`src/rtl/avmm_button_led_pio_if.sv`:
```
// Avalon-MM responder bus bundle for the button/LED PIO.
// The bus master drives address/strobes/writedata; the responder returns read data.
interface avmm_button_led_pio_if;
  logic [1:0]  avs_address;
  logic        avs_read;
  logic        avs_write;
  logic [31:0] avs_writedata;
  logic [31:0] avs_readdata;
  logic        avs_readdatavalid;

  modport master (
    output avs_address,
    output avs_read,
    output avs_write,
    output avs_writedata,
    input  avs_readdata,
    input  avs_readdatavalid
  );

  modport slave (
    input  avs_address,
    input  avs_read,
    input  avs_write,
    input  avs_writedata,
    output avs_readdata,
    output avs_readdatavalid
  );
endinterface

```
`src/rtl/avmm_button_led_pio.sv`:
```
// Avalon-MM switch/LED PIO: debounced switch inputs with sticky rising-edge
// capture and maskable level IRQ, plus a read/write LED output register.
module avmm_button_led_pio #(
  parameter int unsigned      WIDTH           = 8,
  parameter int unsigned      DEBOUNCE_CYCLES = 50000,
  parameter logic [WIDTH-1:0] LED_RESET       = '0
) (
  input  logic                 clk,
  input  logic                 rst,
  avmm_button_led_pio_if.slave avs,
  output logic                 irq,
  input  logic [WIDTH-1:0]     sw_in,
  output logic [WIDTH-1:0]     led_out
);

  localparam int unsigned   CW       = $clog2(DEBOUNCE_CYCLES);
  localparam logic [CW-1:0] CNT_LAST = CW'(DEBOUNCE_CYCLES - 1);

  localparam logic [1:0] ADDR_SW   = 2'd0;
  localparam logic [1:0] ADDR_LED  = 2'd1;
  localparam logic [1:0] ADDR_MASK = 2'd2;
  localparam logic [1:0] ADDR_EDGE = 2'd3;

  logic [WIDTH-1:0] sync_q1;
  logic [WIDTH-1:0] sync_q2;
  logic [WIDTH-1:0] stable_q;
  logic [WIDTH-1:0] stable_d;
  logic [CW-1:0]    cnt_q [WIDTH];
  logic [CW-1:0]    cnt_d [WIDTH];
  logic [WIDTH-1:0] rise;

  logic [WIDTH-1:0] led_q;
  logic [WIDTH-1:0] mask_q;
  logic [WIDTH-1:0] edge_q;
  logic [WIDTH-1:0] edge_d;
  logic [WIDTH-1:0] wdata;
  logic [WIDTH-1:0] w1c;
  logic [31:0]      rd_mux;
  logic             rd_accept;
  logic             wr_led;
  logic             wr_mask;
  logic             wr_edge;
  logic             unused_wdata_bits;

  // Two-flop synchronizer for the asynchronous pin inputs.
  always_ff @(posedge clk) begin
    if (rst) begin
      sync_q1 <= '0;
      sync_q2 <= '0;
    end else begin
      sync_q1 <= sw_in;
      sync_q2 <= sync_q1;
    end
  end

  // A bit only flips once the synced value has disagreed for DEBOUNCE_CYCLES cycles in a row.
  always_comb begin
    stable_d = stable_q;
    for (int i = 0; i < int'(WIDTH); i++) begin
      cnt_d[i] = '0;
      if (sync_q2[i] != stable_q[i]) begin
        if (cnt_q[i] == CNT_LAST) begin
          stable_d[i] = sync_q2[i];
        end else begin
          cnt_d[i] = cnt_q[i] + 1'b1;
        end
      end
    end
  end

  always_ff @(posedge clk) begin
    if (rst) begin
      stable_q <= '0;
      for (int i = 0; i < int'(WIDTH); i++) begin
        cnt_q[i] <= '0;
      end
    end else begin
      stable_q <= stable_d;
      for (int i = 0; i < int'(WIDTH); i++) begin
        cnt_q[i] <= cnt_d[i];
      end
    end
  end

  assign rise = stable_d & ~stable_q;

  // A write with a concurrent read wins; the read is silently dropped.
  assign rd_accept = avs.avs_read && !avs.avs_write;
  assign wr_led    = avs.avs_write && (avs.avs_address == ADDR_LED);
  assign wr_mask   = avs.avs_write && (avs.avs_address == ADDR_MASK);
  assign wr_edge   = avs.avs_write && (avs.avs_address == ADDR_EDGE);
  assign wdata     = avs.avs_writedata[WIDTH-1:0];
  assign w1c       = wr_edge ? wdata : '0;

  assign unused_wdata_bits = ^avs.avs_writedata;

  // A new rising edge is OR-ed in after the clear, so set beats a same-cycle W1C.
  assign edge_d = (edge_q & ~w1c) | rise;

  always_ff @(posedge clk) begin
    if (rst) begin
      led_q  <= LED_RESET;
      mask_q <= '0;
      edge_q <= '0;
      irq    <= 1'b0;
    end else begin
      if (wr_led) begin
        led_q <= wdata;
      end
      if (wr_mask) begin
        mask_q <= wdata;
      end
      edge_q <= edge_d;
      irq    <= |(edge_q & mask_q);
    end
  end

  always_comb begin
    rd_mux = '0;
    case (avs.avs_address)
      ADDR_SW:   rd_mux = 32'(stable_q);
      ADDR_LED:  rd_mux = 32'(led_q);
      ADDR_MASK: rd_mux = 32'(mask_q);
      ADDR_EDGE: rd_mux = 32'(edge_q);
      default:   rd_mux = '0;
    endcase
  end

  // Read data holds between responses; only the valid strobe pulses.
  always_ff @(posedge clk) begin
    if (rst) begin
      avs.avs_readdata      <= '0;
      avs.avs_readdatavalid <= 1'b0;
    end else begin
      avs.avs_readdatavalid <= rd_accept;
      if (rd_accept) begin
        avs.avs_readdata <= rd_mux;
      end
    end
  end

  assign led_out = led_q;

endmodule

```
`src/flat_wrapper.sv`:
```
// flat-port wrapper written by rule: the top's interface ports become plain ports
module avmm_button_led_pio_flat 
#(
  parameter int unsigned      WIDTH           = 8,
  parameter int unsigned      DEBOUNCE_CYCLES = 50000,
  parameter logic [WIDTH-1:0] LED_RESET       = '0
)
  (clk, rst, irq, sw_in, led_out, avs_avs_address, avs_avs_read, avs_avs_write, avs_avs_writedata, avs_avs_readdata, avs_avs_readdatavalid);
  avmm_button_led_pio_if avs_i ();
  input  logic clk;
  input  logic rst;
  output logic irq;
  input  logic [WIDTH-1:0] sw_in;
  output logic [WIDTH-1:0] led_out;
  input wire logic [$bits(avs_i.avs_address)-1:0] avs_avs_address;
  input wire logic [$bits(avs_i.avs_read)-1:0] avs_avs_read;
  input wire logic [$bits(avs_i.avs_write)-1:0] avs_avs_write;
  input wire logic [$bits(avs_i.avs_writedata)-1:0] avs_avs_writedata;
  output wire logic [$bits(avs_i.avs_readdata)-1:0] avs_avs_readdata;
  output wire logic [$bits(avs_i.avs_readdatavalid)-1:0] avs_avs_readdatavalid;
  assign avs_i.avs_address = avs_avs_address;
  assign avs_i.avs_read = avs_avs_read;
  assign avs_i.avs_write = avs_avs_write;
  assign avs_i.avs_writedata = avs_avs_writedata;
  assign avs_avs_readdata = avs_i.avs_readdata;
  assign avs_avs_readdatavalid = avs_i.avs_readdatavalid;
  avmm_button_led_pio #(.WIDTH(WIDTH), .DEBOUNCE_CYCLES(DEBOUNCE_CYCLES), .LED_RESET(LED_RESET)) u_core (.clk(clk), .rst(rst), .avs(avs_i), .irq(irq), .sw_in(sw_in), .led_out(led_out));
endmodule
```
`config.mk`:
```
export PLATFORM = sky130hd
export DESIGN_NAME = avmm_button_led_pio_flat
export DESIGN_NICKNAME = d
export VERILOG_FILES = /design/src/rtl/avmm_button_led_pio_if.sv /design/src/rtl/avmm_button_led_pio.sv /design/src/flat_wrapper.sv
export SDC_FILE = /design/constraint.sdc
export NUM_CORES = 1
export LEC_CHECK = 0
export ABC_CLOCK_PERIOD_IN_PS = 1700
export BUFFER_PORTS_ARGS = -buffer_cell sky130_fd_sc_hd__buf_2
export CAP_MARGIN = 20
export CORE_ASPECT_RATIO = 1.1
export CORE_MARGIN = 2
export CORE_UTILIZATION = 38
export DETAILED_ROUTE_END_ITERATION = 10
export GPL_TIMING_DRIVEN = 0
export PLACE_DENSITY = 0.6
export SLEW_MARGIN = 25
export SYNTH_ARGS = -nofsm -noshare
export SYNTH_HDL_FRONTEND = slang
export SYNTH_SLANG_ARGS = --single-unit
```
`constraint.sdc`:
```
create_clock -name clk -period 1.7 [get_ports clk]
set_input_delay 0.255 -clock clk [delete_from_list [all_inputs] [get_ports clk]]
set_output_delay 0.255 -clock clk [all_outputs]
set_load 0.03 [all_outputs]
```
# --- Yosys cells after proc, flatten, opt, wreduce, memory -nomap -nowiden ---
# Memories as Yosys holds them, arrays and structs flattened.
# Index checks and enable logic that the tools add are counted.
totals:
  ff_bits: 82
  mem_bits_rw: 128
  inputBits: 46
  output_inout_bits: 42
  elab_cells: 103
  n_memories: 1
classes:
  add_sub_neg: 8
  eq_ne: 19
  muxes: 45
  n_bitwise: 14
  reduce_logical: 7
memory_table:
  columns: ["memory", "words", "word_bits", "read_ports", "rd_ports_with_merged_regs", "write_ports", "line", "source"]
  rows:
  - ["u_core.cnt_q", 8, 16, 8, 0, 8, "avmm_button_led_pio.sv:28", "logic [CW-1:0] cnt_q [WIDTH];"]
op_table:
  columns: ["cell", "n"]
  rows:
  - ["$mux 16", 24]
  - ["$add 16x1->16 const B", 8]
  - ["$eq 16x16->1 const B", 8]
  - ["$pmux 32 s4", 1]
  - ["$and 8x8->8", 3]
  - ["$mux 1", 19]
  - ["$not 8->8", 2]
  - ["$mux 8", 1]
  - ["$ne 1x1->1", 8]
  - ["$or 1x1->1", 8]
  - ["$or 8x8->8", 1]
  - ["$reduce_or 8->1", 1]
  - ["$eq 2x2->1 const B", 2]
  - ["$logic_and 1x1->1", 4]
  - ["$eq 2x1->1 const B", 1]
  - ["$logic_not 2->1", 1]
  - ["$logic_not 1->1", 1]

# --- Logic depth before layout (Yosys ltp) ---
# Gate-level depths: netlist of run 1.
logic_depth:
  ltp_word: 6
  mapped_depth: 7
  depth_no_buf: 5

# --- Least setup slack after synthesis of run 1 ---
# OpenSTA, ideal clock, no wires.
synth_timing:
  path_kind: "register -> register"
  start: "memory u_core.cnt_q[0][16] in the netlist's numbering"
  end: "register u_core.edge_q[1]"
  setup_ns: 0.067
  arrival_ns: 1.768
  required_time_ns: 1.633
  path_slack_ns: -0.136
  stages_incl_launch_ff: 6
  n_path_buf: 0
  synth_period_minus_slack_ns: 1.836
  cell_sequence: "dfxtp_1 > ha_1 > nand4_1 > or4_4 > or3b_1 > a21oi_2"
synth_rtl:
  columns: ["item", "line", "source"]
  rows:
  - ["start, declared", "avmm_button_led_pio.sv:28", null]
  - ["end signal, assigned", "avmm_button_led_pio.sv:113", "edge_q <= edge_d;"]
  - ["end, declared", "avmm_button_led_pio.sv:34", "logic [WIDTH-1:0] edge_q;"]

==> metrics, run 1 <==
outcome finished, violations left; failing checks setup timing; TritonCTS Buffers 17; Area Growth Syn to Fin 27.7%; Final Cycle Share 1.06; nets 1066; hold_ws 0.0387 ns; Final ANT Viol Nets 0; Post-route DRC 0; ANT cells 0; post-cts hold buffer count 0; Worst Skew 0.00643 ns; Post-synth ARST share 0; clock sink count 186; worst relative slew slack 0.555; share of post-route cells with drive strength above 1 0.283; max-slew violation count 0; Required @ worst endpoint 2.06 ns; mean post-synth cell area around 9.1 um2; worst r2r path cells 4; post-route cell area 10300 um2; H-tree levels 4; Final GP Congestion 0.781; Total Routing Usage GR 0.157; Post-Route Setup TNS -2.08 ns; Routed WL 17500 um; Static Leakage 3.44 nW; Die W 143 um; total I/O pin count 88; vias in the first global route ~5800; post-synthesis sequential area ratio 0.460; Final WS setup -0.106 ns; Final min period 1.81 ns; TritonCTS clock tree done; initial antenna violation count 0; Reg2Reg Setup Slack -0.11 ns; Netlist Area Pre-Place between 8000 and 9000 um2; root buf cell clkbuf_16; gr ovfl total 0; PortBufs 39; Post-synth EDFFs 0; Wirelength per Cell 13.3 um; Die Y 157 um; unrepaired setup endpoints after global routing yes; Worst-Skew Late Latency between 0.4 and 0.5 ns; CORE AREA roughly 21000 um2; die area 22500 um2; yosys warns 0; dpl ws -0.240 ns; Via Count 6282; Tightest Pin Transition 0.668 ns; top_reg_cell synth dfxtp_1; worst path arrival time between 2 and 2.5 ns; first-pass GRT wire length ~28000 um; Max Clk Rate approximately 550 MHz; CP Max Fanout 4; max cap viols 0; register bit total from synthesis 186; crit path kind reg -> reg; largest net degree at the start of global routing 17; FP Rows 56; clock slew at reported path FFs 0.07 ns; DRT iter0 DRCs 289; Power Density 893 nW/um2; Via-to-Cell Ratio 4.78; VDD IR max 0.000566 V; Synth Instances 888; Final setup viols 40; Final HPWL DP 11600 um; Final Hold Viols 0; post-synth cell types 47; worst hold path type in -> reg; hold path depth 2; placed inst area 8780 um2; starting density of the core 0.384; Pre-Repair DR Iteration Count 7; CTS max path bufs 2; CP startpoint kind flip-flop; Crit. End Element flip-flop
-- placed cells by master (no fill, tap or decap), types with 6 or more instances in the layout --
cell type / netlist / routed
conb_1: 1 / 24
nor2_2: 0 / 32
nor2_4: 0 / 12
dfxtp_1: 186 / 144
nand3_1: 41 / 35
dfxtp_4: 0 / 9
and3_1: 7 / 6
nor4_1: 29 / 27
nor3_1: 35 / 35
clkbuf_16: 0 / 19
xnor2_1: 101 / 101
clkbuf_1: 13 / 10
dfxtp_2: 0 / 33
inv_1: 27 / 27
nor2b_1: 17 / 17
buf_2: 3 / 40
buf_6: 2 / 13
a21oi_1: 16 / 15
mux2i_1: 24 / 24
nor2_1: 169 / 125
nand4_1: 31 / 31
mux4_2: 8 / 8
xor2_1: 16 / 16
buf_8: 0 / 6
nand2_1: 61 / 59
buf_4: 30 / 56
-- registers in the layout (all words and copies together), names as in the netlist --
name	count
u_core.avs.avs_readdata	8
u_core.avs.avs_readdatavalid	1
u_core.cnt_q	128
u_core.edge_q	8
u_core.irq	1
u_core.led_out	8
u_core.mask_q	8
u_core.stable_q	8
u_core.sync_q1	8
u_core.sync_q2	8
-- cells in the mapped netlist (3+ instances only) --
cell         n  area share
a21oi_1     16      0.0099
a22oi_1      4      0.0037
and3_1       7      0.0054
buf_2        3      0.0019
buf_4       30       0.028
clkbuf_1    13      0.0060
dfxtp_1    186        0.46
ha_1         8       0.012
inv_1       27       0.013
mux2i_1     24       0.030
mux4_2       8       0.022
nand2_1     61       0.028
nand2b_1     3      0.0023
nand3_1     41       0.025
nand3b_1     4      0.0037
nand4_1     31       0.024
nand4bb_1    3      0.0042
nor2_1     169       0.078
nor2b_1     17       0.013
nor3_1      35       0.022
nor4_1      29       0.022
nor4b_1      3      0.0032
nor4bb_1     6      0.0074
or3_1        4      0.0031
or3b_2       3      0.0032
or4_1        3      0.0028
or4b_1       5      0.0062
or4bb_1      3      0.0042
xnor2_1    101        0.11
xor2_1      16       0.017
-- worst max-delay path: stages (launching register included) --
cell and delay (ns):
dfxtp_4 0.34, or3_1 0.36, or4_4 0.53, or3b_1 0.38, a21oi_2 0.13
-- final cells by class --
type,count,area [um2]
Sequential cell,186,3800
Fill cell,1976,10700
Clock buffer,19,453
Tap cell,290,363
Multi-Input combinational cell,648,4430
Clock inverter,13,214
Buffer,50,384
Inverter,27,101
Timing Repair Buffer,82,603
-- worst paths after layout --
path / startpoint / endpoint
worst min register to register: u_core.cnt_q[0][16]$_SDFF_PP0_ / u_core.cnt_q[0][16]$_SDFF_PP0_
worst min-delay path: sw_in[3] / u_core.sync_q1[3]$_SDFF_PP0_
worst max register to register: u_core.cnt_q[0][23]$_SDFF_PP0_ / u_core.edge_q[1]$_SDFF_PP0_
worst max-delay path: u_core.cnt_q[0][23]$_SDFF_PP0_ / u_core.edge_q[1]$_SDFF_PP0_
-- logic make-up after synthesis --
| family | after synthesis | synth area share |
|---|---|---|
| buffers and inverters | 77 | 0.0519 |
| adder cells (fa/ha/maj) | 8 | 0.0124 |
| flip-flops | 186 | 0.460 |
| AND/OR/NAND/NOR | 440 | 0.276 |
| AO/OA/AOI/OAI | 27 | 0.0209 |
| XOR/XNOR | 117 | 0.127 |
| multiplexers | 32 | 0.0519 |
| other | 1 | 0.000463 |
-- through the flow --
step           std cells  total power, mW   util
5_1_grt             1315             9.58  0.490
3_5_place_dp        1240             4.88  0.416
6_report            1315             9.24  0.490
4_1_cts             1293             9.32  0.463
2_1_floorplan        911             4.78      -
3_3_place_gp        1240             4.88  0.416
-- routing by layer --
metal | wire length (um) | global-route usage | part of all wire | vias to the layer above
li1 | - | - | - | 3232
met1 | 8350 | 0.209 | 0.48 | 2931
met2 | 8390 | 0.258 | 0.48 | 102
met3 | 515 | 0.0329 | 0.029 | 17
met4 | 228 | 0.0462 | 0.013 | 0
met5 | 0 | 0 | 0 | -
-- report_power, final --
part           switching (mW)  internal [mW]
Sequential             0.0281           4.38
Combinational           0.246          0.160
Clock                    1.71           2.71
Total                    1.99           7.25
-- repair_timing --
action / CTS / global route
setup endpoints to repair: 110 / 105
pin swaps: 20 / 37
cloned: 3 / 2
setup buffers: 18 / 21
resized for setup: 53 / 124
Power figures use the tool's default switching activity.
==> run 2: changes to the inputs <==
--- a/config.mk
+++ b/config.mk
@@ -8,12 +8,14 @@
 export ABC_CLOCK_PERIOD_IN_PS = 1700
 export BUFFER_PORTS_ARGS = -buffer_cell sky130_fd_sc_hd__buf_2
 export CAP_MARGIN = 20
+export CELL_PAD_IN_SITES_DETAIL_PLACEMENT = 2
+export CELL_PAD_IN_SITES_GLOBAL_PLACEMENT = 2
 export CORE_ASPECT_RATIO = 1.1
 export CORE_MARGIN = 2
-export CORE_UTILIZATION = 38
+export CORE_UTILIZATION = 33
 export DETAILED_ROUTE_END_ITERATION = 10
 export GPL_TIMING_DRIVEN = 0
-export PLACE_DENSITY = 0.6
+export PLACE_DENSITY = 0.78
 export SLEW_MARGIN = 25
 export SYNTH_ARGS = -nofsm -noshare
 export SYNTH_HDL_FRONTEND = slang
==> metrics, run 2 (same netlist as run 1, synthesis figures left out) <==
die area 25800 um2; Final ANT Viol Nets 0; gr ovfl total 0; crit path kind reg -> reg; Final Hold Viols 0; TritonCTS Buffers 17; Finished Core Util 0.431; commonest non-fill, non-tap cell in the layout dfxtp_1; footprint of the multi-input gates 4570 um2; FILL cells 2645; Wirelength per Cell roughly 19 um; Largest register FFs approximately 130; TritonCTS clock tree done; post-route cell area 10500 um2; root buf cell clkbuf_16; Pre-Repair DR Iteration Count 4; Power Density 846 nW/um2; met2 Usage GRT 0.340; Die W between 150 and 200 um; Top reg by flops u_core.cnt_q; starting density of the core 0.333; Tightest Pin Transition 0.834 ns; clock slew at reported path FFs 0.07 ns; max incr delay on CP around 0.55 ns; clock sink count 186; Total Routing Usage GR 0.188; Area Growth Syn to Fin 29.4%; met3 usage 0.0278; Final Power 8.87 mW; first-pass GRT wire length 39100 um; post-cts hold buffer count 0; Worst-Skew Late Latency 0.44 ns; vias in the first global route about 7300; dpl ws -0.337 ns; Static Leakage 3.44 nW; hold_ws 0.0385 ns; Reg2Reg Setup Slack -0.10 ns; worst hold path type in -> reg; FP Rows 60; initial antenna violation count 3; CP startpoint kind flip-flop; VDD IR max 0.000677 V; H-tree levels 4; worst relative slew slack 0.444; Max Clk Rate 555 MHz; Final WS setup -0.102 ns; Required @ worst endpoint 1.99 ns; Worst Skew 0.0134 ns; Routed WL 25500 um; unrepaired setup endpoints after global routing yes; PortBufs 39; FF/Latch Area approximately 3800 um2; Post-route DRC 0; CP Max Fanout 2; most frequent cells in the layout 135 x dfxtp_1, 131 x nor2_1, 101 x xnor2_1; worst path arrival time 2.10 ns; Final min period around 1.8 ns; max cap viols 0; Die Y between 150 and 200 um; Final HPWL DP 14800 um; nets 1071; CORE AREA about 24000 um2; share of post-route cells with drive strength above 1 0.307; largest net degree at the start of global routing 17; failing checks setup timing; placed inst area between 8000 and 9000 um2; CTS max path bufs 2; Final setup viols 51; grt peak-use layer met2; outcome finished, violations left; crit-path cells or4b_4, nor4_4, buf_4, mux2i_2, nor2_1; DRT iter0 DRCs 259; Final Cycle Share 1.06; M1 GR Usage 0.224; Via-to-Cell Ratio 5.07; Crit. End Element flip-flop; Via Count 6792; Critical-path top delay cell or4b_4; Final GP Congestion 0.771; max-slew violation count 0; total I/O pin count 88
-- run 2: cell type report --
| class | count | share of cell area |
|---|---|---|
| clock buffer | 24 | 0.0469 |
| sequential | 186 | 0.364 |
| tap | 310 | 0.0370 |
| inverter | 27 | 0.00967 |
| buffer | 46 | 0.0314 |
| timing repair buffer | 91 | 0.0653 |
| antenna | 2 | 0.000478 |
| multi-input combinational | 648 | 0.436 |
| clock inverter | 6 | 0.00848 |
-- run 2: worst paths after layout --
path | from | end | cells past startpoint
max | u_core.cnt_q[0][13]$_SDFF_PP0_ | u_core.stable_q[0]$_SDFF_PP0_ | 5
min | sw_in[7] | u_core.sync_q1[7]$_SDFF_PP0_ | 2
max reg2reg | u_core.cnt_q[0][13]$_SDFF_PP0_ | u_core.stable_q[0]$_SDFF_PP0_ | 5
min reg2reg | u_core.cnt_q[0][48]$_SDFF_PP0_ | u_core.cnt_q[0][48]$_SDFF_PP0_ | 1
-- run 2: power breakdown --
part | switching [mW] | internal [mW] | total, mW | leakage, nW
combinational | 0.265 | 0.158 | 0.424 | 1.63
sequential | 0.0343 | 4.38 | 4.41 | 1.53
clock | 1.72 | 2.31 | 4.03 | 0.278
-- run 2: per-stage QoR --
| step | std cells | setup TNS, ns |
|---|---|---|
| 2_1_floorplan | 911 | -0.0525 |
| 3_3_place_gp | 1260 | -21.84 |
| 3_5_place_dp | 1260 | -27.93 |
| 4_1_cts | 1321 | -2.52 |
| 5_1_grt | 1340 | -5.55 |
| 6_report | 1340 | -2.35 |
-- run 2: worst max-delay path: cells and delay by family, from the launching register on --
kind | cells | cell delay (ns)
simple gates | 3 | 0.92
flops | 1 | 0.33
mux | 1 | 0.24
buf+inv | 1 | 0.17
-- run 2: per-layer routing --
metal	wire, um	share of wire
met1	10600	0.42
met2	13700	0.54
met3	618	0.024
met4	542	0.021
met5	12	0.00047
-- run 2: repair_timing --
| action | 4_1_cts | 5_1_grt |
|---|---|---|
| setup endpoints to repair | 118 | 114 |
| gates resized for setup | 85 | 118 |
| gates cloned | 2 | 2 |
| buffers inserted | 30 | 21 |
| pin swaps | 27 | 29 |
==> run 3: changes to the inputs <==
--- a/config.mk
+++ b/config.mk
@@ -15,7 +15,7 @@
 export CORE_UTILIZATION = 33
 export DETAILED_ROUTE_END_ITERATION = 10
 export GPL_TIMING_DRIVEN = 0
-export PLACE_DENSITY = 0.78
+export PLACE_DENSITY_LB_ADDON = 0.1
 export SLEW_MARGIN = 25
 export SYNTH_ARGS = -nofsm -noshare
 export SYNTH_HDL_FRONTEND = slang
==> metrics, run 3 (same netlist as run 1, synthesis figures left out) <==
Final Hold Viols 0; dpl ws -0.372 ns; Final ANT Viol Nets 0; Largest register FFs 128; wl on met1 10300 um; crit path kind reg -> reg; CORE AREA ~24000 um2; Area Growth Syn to Fin 29.7%; Cell Int Power 6.85 mW; Post-route DRC 0; hold_ws approximately 0.055 ns; first-pass GRT wire length 37900 um; Worst Skew about 0.0091 ns; Static Leakage 3.46 nW; worst path arrival time around 2.2 ns; largest net degree at the start of global routing 17; Top reg by flops u_core.cnt_q; starting density of the core 0.333; most frequent cells in the layout 137 x dfxtp_1, 124 x nor2_1, 101 x xnor2_1; PortBufs 39; H-tree levels 4; Total Routing Usage GR 0.182; placed cell count 1260; Die W 153 um; Final Cycle Share 1.08; clock sink count roughly 190; crit-path cells or4bb_4, nor4_4, or3_4, buf_12, buf_8, nor2_1; Clock power frac 0.459; total I/O pin count 88; root buf cell clkbuf_16; DRT iter0 DRCs 193; VDD IR max between 0.0005 and 0.0006 V; final non-filler cell total 1340; Critical-path top delay cell or4bb_4; max-slew violation count 0; DR WL met3 697 um; top layer in use met5; initial antenna violation count 5; Max Clk Rate 544 MHz; Routed WL 23000 um; Via Count 6595; Die Y between 150 and 200 um; Crit. End Element flip-flop; CP startpoint kind flip-flop; Worst-Skew Late Latency 0.44 ns; TritonCTS clock tree done; commonest non-fill, non-tap cell in the layout dfxtp_1; Final Power 8.95 mW; Wirelength per Cell 17.1 um; nets between 1000 and 1500; CP Max Fanout 5; met2 wire len 11700 um; Pre-Repair DR Iteration Count 4; die area roughly 26000 um2; Required @ worst endpoint 2.03 ns; CTS max path bufs 2; FP Rows 60; switching pwr 2.11 mW; Final GP Congestion 0.731; failing checks setup timing; max cap viols 0; worst relative slew slack 0.506; Final WS setup -0.137 ns; TritonCTS Buffers 17; worst hold path type in -> reg; outcome finished, violations left; vias in the first global route 7128; Flop pwr share 0.493; unrepaired setup endpoints after global routing yes; Final HPWL DP 15000 um; Tightest Pin Transition 0.741 ns; combinational power share 0.048; Final setup viols 40; Finished Core Util 0.432; Via-to-Cell Ratio 4.92; Power Density 852 nW/um2; Net Sw Frac 0.235; max incr delay on CP roughly 0.55 ns; clock slew at reported path FFs roughly 0.070 ns; share of post-route cells with drive strength above 1 0.303; gr ovfl total 0; Final min period 1.84 ns
[run 3: cell count changes in the layout (fill, tap and decap cells not counted), sizes merged]
cell / previous run / this run
clkbuf: 37 / 33
clkinv: 2 / 6
buf: 124 / 121
inv: 27 / 29
diode: 2 / 3
[run 3: routing by layer]
layer  global-route usage  vias up
li1                     -     3238
met1                0.227     3277
met2                0.318       58
met3               0.0394       18
met4               0.0479        4
met5                    0        -
[run 3: worst max-delay path, delay by kind of cell (launching register included)]
| family | cells | cell delay, ns |
|---|---|---|
| buffers and inverters | 2 | 0.23 |
| DFF | 1 | 0.37 |
| and+or+nand+nor | 4 | 1.13 |
[run 3: worst paths after layout]
check / from / slack, ns / endpoint / depth (start not counted)
min reg2reg: u_core.sync_q1[2]$_SDFF_PP0_ / 0.44 / u_core.sync_q2[2]$_SDFF_PP0_ / 1
max: u_core.cnt_q[0][120]$_SDFF_PP0_ / -0.14 / u_core.cnt_q[0][123]$_SDFF_PP0_ / 6
min: sw_in[6] / 0.05 / u_core.sync_q1[6]$_SDFF_PP0_ / 2
max reg2reg: u_core.cnt_q[0][120]$_SDFF_PP0_ / -0.14 / u_core.cnt_q[0][123]$_SDFF_PP0_ / 6
[run 3: repair_timing]
action	in CTS	in global routing
pin swaps	33	33
resized for setup	90	116
setup endpoints to repair	118	106
hold buffers	0	0
setup buffers	31	15
gates cloned	3	1
[run 3: layout make-up]
cell class / instances / area (um2)
diodes: 3 / 7.51
plain buffers: 48 / 354
clock buffers: 20 / 467
clock inverters: 12 / 138
fillers: 2611 / 13800
inverters: 27 / 101
multi-input cells: 648 / 4540
flip-flops and latches: 186 / 3810
well taps: 310 / 388
repair buffers: 86 / 698
[run 3: metrics by stage]
| step | TNS, ns | cell area [um2] |
|---|---|---|
| detailed placement | -31.84 | 8810 |
| floorplan | -0.0525 | 8220 |
| global placement | -26.38 | 8810 |
| CTS | -4.09 | 10000 |
| global route | -8.43 | 10500 |
| finish | -3.50 | 10500 |
[run 3: power groups by stage]
stage	logic, mW	registers [mW]	clock network, mW
6_report	0.432	4.41	4.11
5_1_grt	0.469	4.41	4.42
4_1_cts	0.417	4.41	4.25
3_5_place_dp	0.375	4.52	0
3_3_place_gp	0.370	4.52	0
2_1_floorplan	0.249	4.53	0
